--- src/rtl/mbist_mem_if.sv ---
// Port bundle between the March C- controller (master) and the single-port memory under test (slave).
interface mbist_mem_if #(
  parameter int a_width = 4,
  parameter int width   = 4
);
  logic               mem_read;
  logic               mem_write;
  logic [a_width-1:0] mem_address;
  logic [width-1:0]   mem_data_in;
  logic [width-1:0]   mem_data_out;

  modport master (
    output mem_read, mem_write, mem_address, mem_data_in,
    input  mem_data_out
  );

  modport slave (
    input  mem_read, mem_write, mem_address, mem_data_in,
    output mem_data_out
  );
endinterface

--- src/rtl/mbist_march_ctrl.sv ---
// March C- memory BIST controller with registered memory ports and first-fail diagnostics.
// MBIST_CHECKERBOARD_EN: when defined, a second M0..M5 pass runs on a checkerboard background.
module mbist_march_ctrl #(
  parameter int a_width = 4,
  parameter int width   = 4,
  parameter int depth   = 16
) (
  input  logic               clk,
  input  logic               rst_n,
  input  logic               start,
  mbist_mem_if.master        mem,
  output logic               busy,
  output logic               done,
  output logic               fail,
  output logic [a_width-1:0] fail_address,
  output logic [width-1:0]   fail_expected,
  output logic [width-1:0]   fail_actual
);

  typedef enum logic [1:0] {
    S_IDLE  = 2'd0,
    S_RUN   = 2'd1,
    S_CHECK = 2'd2,
    S_END   = 2'd3
  } state_t;

  localparam logic [a_width-1:0] addr_top  = a_width'(depth - 1);
  localparam logic [a_width-1:0] addr_zero = {a_width{1'b0}};
  localparam logic [a_width-1:0] addr_one  = a_width'(1);

`ifdef MBIST_CHECKERBOARD_EN
  localparam logic [3:0] last_elem = 4'd11;

  function automatic logic [width-1:0] checker_word();
    logic [width-1:0] w;
    for (int i = 0; i < width; i++) begin
      w[i] = 1'(i % 2);
    end
    return w;
  endfunction
`else
  localparam logic [3:0] last_elem = 4'd5;
`endif

  state_t             state_r, state_n;
  logic [3:0]         elem_r;
  logic [3:0]         step_s;
  logic [a_width-1:0] addr_r;
  logic               phase_r;
  logic               issued_r;

  logic               op_write_s, op_flip_s, two_op_s, down_s, next_down_s;
  logic               elem_last_s, all_last_s;
  logic [width-1:0]   bg0_s, op_data_s;
  logic               launch_s, issue_s, mismatch_s;

  logic               mem_read_r, mem_write_r;
  logic [a_width-1:0] mem_addr_r;
  logic [width-1:0]   mem_din_r, mem_exp_r;
  logic               rd_pend_r;
  logic [a_width-1:0] cmp_addr_r;
  logic [width-1:0]   cmp_exp_r;

  logic               busy_r, done_r, fail_r;
  logic [a_width-1:0] fail_addr_r;
  logic [width-1:0]   fail_exp_r, fail_act_r;

`ifdef MBIST_CHECKERBOARD_EN
  assign step_s = (elem_r >= 4'd6) ? (elem_r - 4'd6) : elem_r;
  assign bg0_s  = (elem_r >= 4'd6) ? checker_word() : {width{1'b0}};
`else
  assign step_s = elem_r;
  assign bg0_s  = {width{1'b0}};
`endif

  // The read of cycle N is judged against the data the memory registers for cycle N+1.
  assign mismatch_s = rd_pend_r && (mem.mem_data_out != cmp_exp_r);
  assign launch_s   = ((state_r == S_IDLE) || (state_r == S_END)) && start;
  assign issue_s    = (state_r == S_RUN) && !issued_r && !mismatch_s;

  // Decode the current March element step into operation, data polarity and direction.
  always_comb begin
    op_write_s = 1'b0;
    op_flip_s  = 1'b0;
    two_op_s   = 1'b1;
    down_s     = 1'b0;
    case (step_s)
      4'd0: begin op_write_s = 1'b1; two_op_s = 1'b0; end
      4'd1: begin op_write_s = phase_r; op_flip_s = phase_r; end
      4'd2: begin op_write_s = phase_r; op_flip_s = ~phase_r; end
      4'd3: begin op_write_s = phase_r; op_flip_s = phase_r; down_s = 1'b1; end
      4'd4: begin op_write_s = phase_r; op_flip_s = ~phase_r; down_s = 1'b1; end
      4'd5: begin two_op_s = 1'b0; end
      default: begin two_op_s = 1'b0; end
    endcase
    op_data_s   = bg0_s ^ {width{op_flip_s}};
    next_down_s = (step_s == 4'd2) || (step_s == 4'd3);
    elem_last_s = (!two_op_s || phase_r) &&
                  (down_s ? (addr_r == addr_zero) : (addr_r == addr_top));
    all_last_s  = elem_last_s && (elem_r == last_elem);
  end

  // Next-state selection.
  always_comb begin
    state_n = state_r;
    case (state_r)
      S_IDLE: begin
        if (start) state_n = S_RUN;
        else       state_n = S_IDLE;
      end
      S_RUN: begin
        if (mismatch_s)    state_n = S_END;
        else if (issued_r) state_n = S_CHECK;
        else               state_n = S_RUN;
      end
      S_CHECK: state_n = S_END;
      S_END: begin
        if (start) state_n = S_RUN;
        else       state_n = S_END;
      end
      default: state_n = S_IDLE;
    endcase
  end

  // State register.
  always_ff @(posedge clk) begin
    if (!rst_n) state_r <= S_IDLE;
    else        state_r <= state_n;
  end

  // Element/address/phase sequencer; the address reloads at each element boundary.
  always_ff @(posedge clk) begin
    if (!rst_n || launch_s) begin
      elem_r   <= 4'd0;
      addr_r   <= addr_zero;
      phase_r  <= 1'b0;
      issued_r <= 1'b0;
    end else if (issue_s) begin
      if (two_op_s && !phase_r) begin
        phase_r <= 1'b1;
      end else begin
        phase_r <= 1'b0;
        if (elem_last_s) begin
          elem_r <= elem_r + 4'd1;
          addr_r <= next_down_s ? addr_top : addr_zero;
        end else begin
          addr_r <= down_s ? (addr_r - addr_one) : (addr_r + addr_one);
        end
      end
      if (all_last_s) issued_r <= 1'b1;
    end
  end

  // Registered memory port drive; silenced from the mismatch edge onward.
  always_ff @(posedge clk) begin
    if (!rst_n || !issue_s) begin
      mem_read_r  <= 1'b0;
      mem_write_r <= 1'b0;
      mem_addr_r  <= addr_zero;
      mem_din_r   <= {width{1'b0}};
      mem_exp_r   <= {width{1'b0}};
    end else begin
      mem_read_r  <= ~op_write_s;
      mem_write_r <= op_write_s;
      mem_addr_r  <= addr_r;
      mem_din_r   <= op_write_s ? op_data_s : {width{1'b0}};
      mem_exp_r   <= op_data_s;
    end
  end

  // Compare pipeline stage aligned with the memory's registered read data.
  always_ff @(posedge clk) begin
    if (!rst_n) begin
      rd_pend_r  <= 1'b0;
      cmp_addr_r <= addr_zero;
      cmp_exp_r  <= {width{1'b0}};
    end else begin
      rd_pend_r  <= mem_read_r && (state_r == S_RUN) && !mismatch_s;
      cmp_addr_r <= mem_addr_r;
      cmp_exp_r  <= mem_exp_r;
    end
  end

  // Status and first-fail capture.
  always_ff @(posedge clk) begin
    if (!rst_n || launch_s) begin
      busy_r      <= 1'b0;
      done_r      <= 1'b0;
      fail_r      <= 1'b0;
      fail_addr_r <= addr_zero;
      fail_exp_r  <= {width{1'b0}};
      fail_act_r  <= {width{1'b0}};
    end else begin
      busy_r <= (state_r == S_RUN) && !mismatch_s;
      if (mismatch_s) begin
        done_r      <= 1'b1;
        fail_r      <= 1'b1;
        fail_addr_r <= cmp_addr_r;
        fail_exp_r  <= cmp_exp_r;
        fail_act_r  <= mem.mem_data_out;
      end else if (state_r == S_CHECK) begin
        done_r <= 1'b1;
      end else begin
        done_r <= done_r;
      end
    end
  end

  assign mem.mem_read    = mem_read_r;
  assign mem.mem_write   = mem_write_r;
  assign mem.mem_address = mem_addr_r;
  assign mem.mem_data_in = mem_din_r;
  assign busy            = busy_r;
  assign done            = done_r;
  assign fail            = fail_r;
  assign fail_address    = fail_addr_r;
  assign fail_expected   = fail_exp_r;
  assign fail_actual     = fail_act_r;

endmodule
--- src/flat_wrapper.sv ---
// flat-port wrapper written by rule: the top's interface ports become plain ports
module mbist_march_ctrl_flat 
#(
  parameter int a_width = 4,
  parameter int width   = 4,
  parameter int depth   = 16
)
  (clk, rst_n, start, busy, done, fail, fail_address, fail_expected, fail_actual, mem_mem_read, mem_mem_write, mem_mem_address, mem_mem_data_in, mem_mem_data_out);
  mbist_mem_if #(.a_width(a_width), .width(width)) mem_i ();
  input  logic clk;
  input  logic rst_n;
  input  logic start;
  output logic busy;
  output logic done;
  output logic fail;
  output logic [a_width-1:0] fail_address;
  output logic [width-1:0] fail_expected;
  output logic [width-1:0] fail_actual;
  output wire logic [$bits(mem_i.mem_read)-1:0] mem_mem_read;
  output wire logic [$bits(mem_i.mem_write)-1:0] mem_mem_write;
  output wire logic [$bits(mem_i.mem_address)-1:0] mem_mem_address;
  output wire logic [$bits(mem_i.mem_data_in)-1:0] mem_mem_data_in;
  input wire logic [$bits(mem_i.mem_data_out)-1:0] mem_mem_data_out;
  assign mem_mem_read = mem_i.mem_read;
  assign mem_mem_write = mem_i.mem_write;
  assign mem_mem_address = mem_i.mem_address;
  assign mem_mem_data_in = mem_i.mem_data_in;
  assign mem_i.mem_data_out = mem_mem_data_out;
  mbist_march_ctrl #(.a_width(a_width), .width(width), .depth(depth)) u_core (.clk(clk), .rst_n(rst_n), .start(start), .mem(mem_i), .busy(busy), .done(done), .fail(fail), .fail_address(fail_address), .fail_expected(fail_expected), .fail_actual(fail_actual));
endmodule
--- config.mk ---
export PLATFORM = sky130hd
export DESIGN_NAME = mbist_march_ctrl_flat
export DESIGN_NICKNAME = d
export VERILOG_FILES = /design/src/rtl/mbist_mem_if.sv /design/src/rtl/mbist_march_ctrl.sv /design/src/flat_wrapper.sv
export SDC_FILE = /design/constraint.sdc
export NUM_CORES = 1
export LEC_CHECK = 0
export ABC_AREA = 1
export CORE_ASPECT_RATIO = 1.5
export CORE_UTILIZATION = 49
export CTS_BUF_LIST = sky130_fd_sc_hd__clkbuf_8
export DETAILED_ROUTE_END_ITERATION = 12
export GPL_TIMING_DRIVEN = 0
export PLACE_DENSITY = 0.8
export SKIP_LAST_GASP = 1
export SYNTH_ARGS = -nofsm -noshare
export SYNTH_HDL_FRONTEND = slang
export SYNTH_SLANG_ARGS = --single-unit
--- constraint.sdc ---
create_clock -name clk -period 1.6 [get_ports clk]
set_input_delay 0.32 -clock clk [delete_from_list [all_inputs] [get_ports clk]]
set_output_delay 0.32 -clock clk [all_outputs]
set_load 0.05 [all_outputs]
==> impl_metrics.py <==
metrics = {
    "worst_setup_path": {
        "crit_type": "flip-flop to flip-flop",
        "crit_path_end": "u_core.addr_r[3]",
        "critPathCaptureType": "flip-flop",
        "critical_path_buf_inv_count": 2,
        "critPathLaunchType": "flip-flop",
        "crit_start": "u_core.elem_r[0]",
        "rr_startpoint": "u_core.elem_r[0]",
        "crit_cells": 12,
        "path_cells": "inv_4 > ha_4 > nand3_4 > nand2_4 > buf_4 > ha_4 > a21oi_4 > nand3_1 > nand2_1 > nor2_1 > nor2_1 > nor2_1",
        "worstPathArrival_ns": 1.92,
        "critPathMaxFanout": 5,
        "crit_path_top_delay_cell": "dfxtp_4",
        "worstPathRequired_ns": 1.81,
        "r2r_cells": 12,
        "cpMostUsedCell": "nor2_1",
        "worstReg2RegEnd": "u_core.addr_r[3]",
        "cp_top_family": "simple AND/OR/NAND/NOR gates",
        "max_stage_delay_ns": 0.40,
        "r2r_slack_ns": -0.11,
    },
    "clock_tree": {
        "cts_tree": "done",
        "cts.hold.buffers_added": 0,
        "clkSlewWorstSetupHoldPaths_ns": 0.08,
        "worst_skew_pair.late_latency_ns": 0.31,
        "cts_num_sinks": 38,
        "cts_inserted_buffers": 5,
        "clockRootBuffer": "clkbuf_8",
        "htree_num_levels": 2,
        "clk_path_buf_depth": 2,
    },
    "global_route": {
        "overflow": 0,
        "grt_pass1_vias": 1437,
        "antenna_found_initial": 0,
        "grt_use_total_pct": 24.1,
        "grt_max_degree": 14,
        "grt_pass1_wl_um": 6500,
    },
    "timing": {
        "worst_pin_slew_ns": 0.498,
        "maxSlewViolCount": 0,
        "skew_ns": 0.00507,
        "period_minus_slack_ns": 1.71,
        "rsz0062_at_grt": "true",
        "fin_ws_ns": -0.115,
        "hold_viol_final": 0,
        "setup_viol": 8,
        "fmax_mhz": 583,
        "slew_headroom_pct": 66.9,
        "fin_crit_sh_pct": 107,
    },
    "route": {
        "wl_per_cell_um": 14.4,
        "vias": 1661,
        "drtIter0Drc": 32,
        "drtAntennaViolNets": 0,
        "routed_wl_um": 4610,
        "drt-pass1-iter-count": 4,
        "via_per_inst": 5.21,
        "drc": 0,
    },
    "synthesis": {
        "avgSynthCellArea_um2": 7.83,
        "synth_cells": 227,
        "netlist-cell-type-count": 28,
        "ys_seq_area_share_pct": 42.8,
        "synthMostInstantiatedCell": "nor2_1",
        "synth-main-ff-cell": "dfxtp_1",
        "synth_edf_count": 0,
        "synthTopCellsByArea": "dfxtp_1 43%, nor2_1 8.9%, ha_1 7.0%",
        "syn-cell-area_um2": 1780,
        "yosys_warnings": 0,
        "yosys-top-cells-count": "42 x nor2_1, 38 x dfxtp_1, 30 x inv_1, 30 x nand2_1, 15 x o21ai_0",
        "synth_top_cell_by_area": "dfxtp_1",
        "ys_ff_latch": 38,
        "async_flop_share_pct": 0,
        "syn_nets": 245,
        "synth_top_area_share_pct": 42.8,
    },
    "floorplan": {
        "coreArea_um2": 3450,
        "die_h_um": 75.8,
        "dieArea_um2": 3880,
        "row_count": 26,
        "start_util_pct": 51.5,
        "ios": 32,
        "dieWidth_um": 51.2,
    },
    "layout": {
        "drive_gt1_share_pct": 29.2,
        "diodes": 0,
        "nNetsFinal": 294,
        "finalNonFillerCells": 319,
        "multi_input_area_um2": 988,
        "final_util_pct": 73.0,
        "area_growth_pct": 41.6,
        "nFillCells": 247,
        "register_area_um2": 772,
    },
    "pwr": {
        "leakage_uw": 0.00116,
        "irDropWorstVdd_mv": 0.618,
        "pwr_density_cell_nw_per_um2": 857,
    },
    "status": {
        "status": "complete, but fails checks",
        "violations": "setup timing",
    },
    "min_path": {
        "hold_path_class": "primary input to flip-flop",
    },
    "flow_run": {
        "drv_cap": 0,
    },
    "placement": {
        "dp_hpwl_um": 2700,
        "placed_cells": 299,
        "port_buffers": 30,
        "place_congestion": 0.881,
    },
}
layout by cell type (no fill, tap or decap), types with 4 or more instances in the layout:
master | synthesis | routed
nand3_1 | 9 | 6
ha_1 | 10 | 4
clkbuf_8 | 0 | 5
nor2_1 | 42 | 40
ha_4 | 0 | 4
clkdlybuf4s15_2 | 0 | 5
a21oi_1 | 13 | 10
nand2_4 | 3 | 5
nand2_1 | 30 | 27
nand2_2 | 6 | 6
dfxtp_1 | 38 | 33
inv_1 | 30 | 26
clkdlybuf4s50_1 | 0 | 5
o21ai_0 | 15 | 15
buf_4 | 6 | 17
dlygate4sd2_1 | 0 | 18
a21oi_2 | 2 | 4
per-layer routing:
metal / wire, um / vias to the layer above / share of wire [%] / GRT usage (%)
met5: 0 / - / 0 / 0
met4: 240 / 0 / 5.2 / 20.4
met1: 1630 / 788 / 35 / 22.9
met2: 2560 / 52 / 56 / 44.2
li1: - / 803 / - / -
met3: 171 / 18 / 3.7 / 4.39
flip-flops by register name, indices dropped and copies added (netlist names):
name                    flops
u_core.cmp_addr_r           4
u_core.fail_address         4
u_core.mem_exp_r            1
u_core.issued_r             1
u_core.busy                 1
u_core.mem.mem_address      4
u_core.cmp_exp_r            1
u_core.addr_r               4
u_core.fail                 1
u_core.fail_actual          4
u_core.rd_pend_r            1
u_core.elem_r               4
u_core.done                 1
u_core.phase_r              1
u_core.mem.mem_read         1
u_core.fail_expected        1
u_core.mem.mem_data_in      1
u_core.mem.mem_write        1
u_core.state_r              2
report_power, final:
| group | switching (uW) | internal [uW] |
|---|---|---|
| Clock | 383 | 625 |
| Combinational | 112 | 65.0 |
| Sequential | 15.5 | 956 |
worst min-delay path by stage:
stage,start,cells past startpoint,slack (ns),endpoint
2_1_floorplan,u_core.mem_exp_r[0],2,0.39,u_core.cmp_exp_r[0]
3_3_place_gp,u_core.mem_exp_r[0],2,0.40,u_core.cmp_exp_r[0]
3_5_place_dp,u_core.mem_exp_r[0],2,0.40,u_core.cmp_exp_r[0]
4_1_cts,rst_n,3,0.33,u_core.cmp_exp_r[0]
5_1_grt,rst_n,3,0.35,u_core.cmp_addr_r[1]
6_report,rst_n,3,0.34,u_core.cmp_addr_r[0]
tightest hold or removal path: stages:
cell	delay, ns
buf_2	0.17
nand2_1	0.08
inv_1	0.03
kinds of logic (layout without fill, tap and decap cells):
group / Yosys count / after routing / synth area share (%)
AND/OR/NAND/NOR: 100 / 100 / 26.9
AO/OA/AOI/OAI: 35 / 35 / 11.0
flip-flops: 38 / 38 / 42.8
adder cells (fa/ha/maj): 11 / 11 / 8.17
buffers and inverters: 41 / 91 / 10.1
XOR/XNOR: 2 / 2 / 0.986
stage by stage:
stage | hold slack [ns] | power (uW) | setup WS, ns | TNS, ns | instance area [um2]
CTS | 0.328 | 2130 | -0.0759 | -0.174 | 2380
floorplan | 0.390 | 1090 | 0.0129 | 0 | 1820
global route | 0.352 | 2210 | -0.201 | -1.36 | 2520
finish | 0.336 | 2160 | -0.115 | -0.481 | 2520
detailed placement | 0.404 | 1140 | -0.360 | -7.71 | 2180
global placement | 0.401 | 1140 | -0.363 | -7.20 | 2180
cell type report:
class | instances | area share, %
clock buffer | 5 | 2.73
inverter | 31 | 4.82
sequential | 38 | 30.7
tap | 42 | 2.09
buffer | 10 | 2.69
clock inverter | 3 | 2.73
multi-input combinational | 148 | 39.3
timing repair buffer | 42 | 15.0
repair_timing:
action | CTS | global route
resized for setup | 45 | 28
setup endpoints to repair | 41 | 29
hold endpoints to repair | 0 | 0
pin swaps | 9 | 16
cloned | 0 | 0
buffers inserted | 5 | 7
Note: power is estimated with default switching activity, not from simulation.
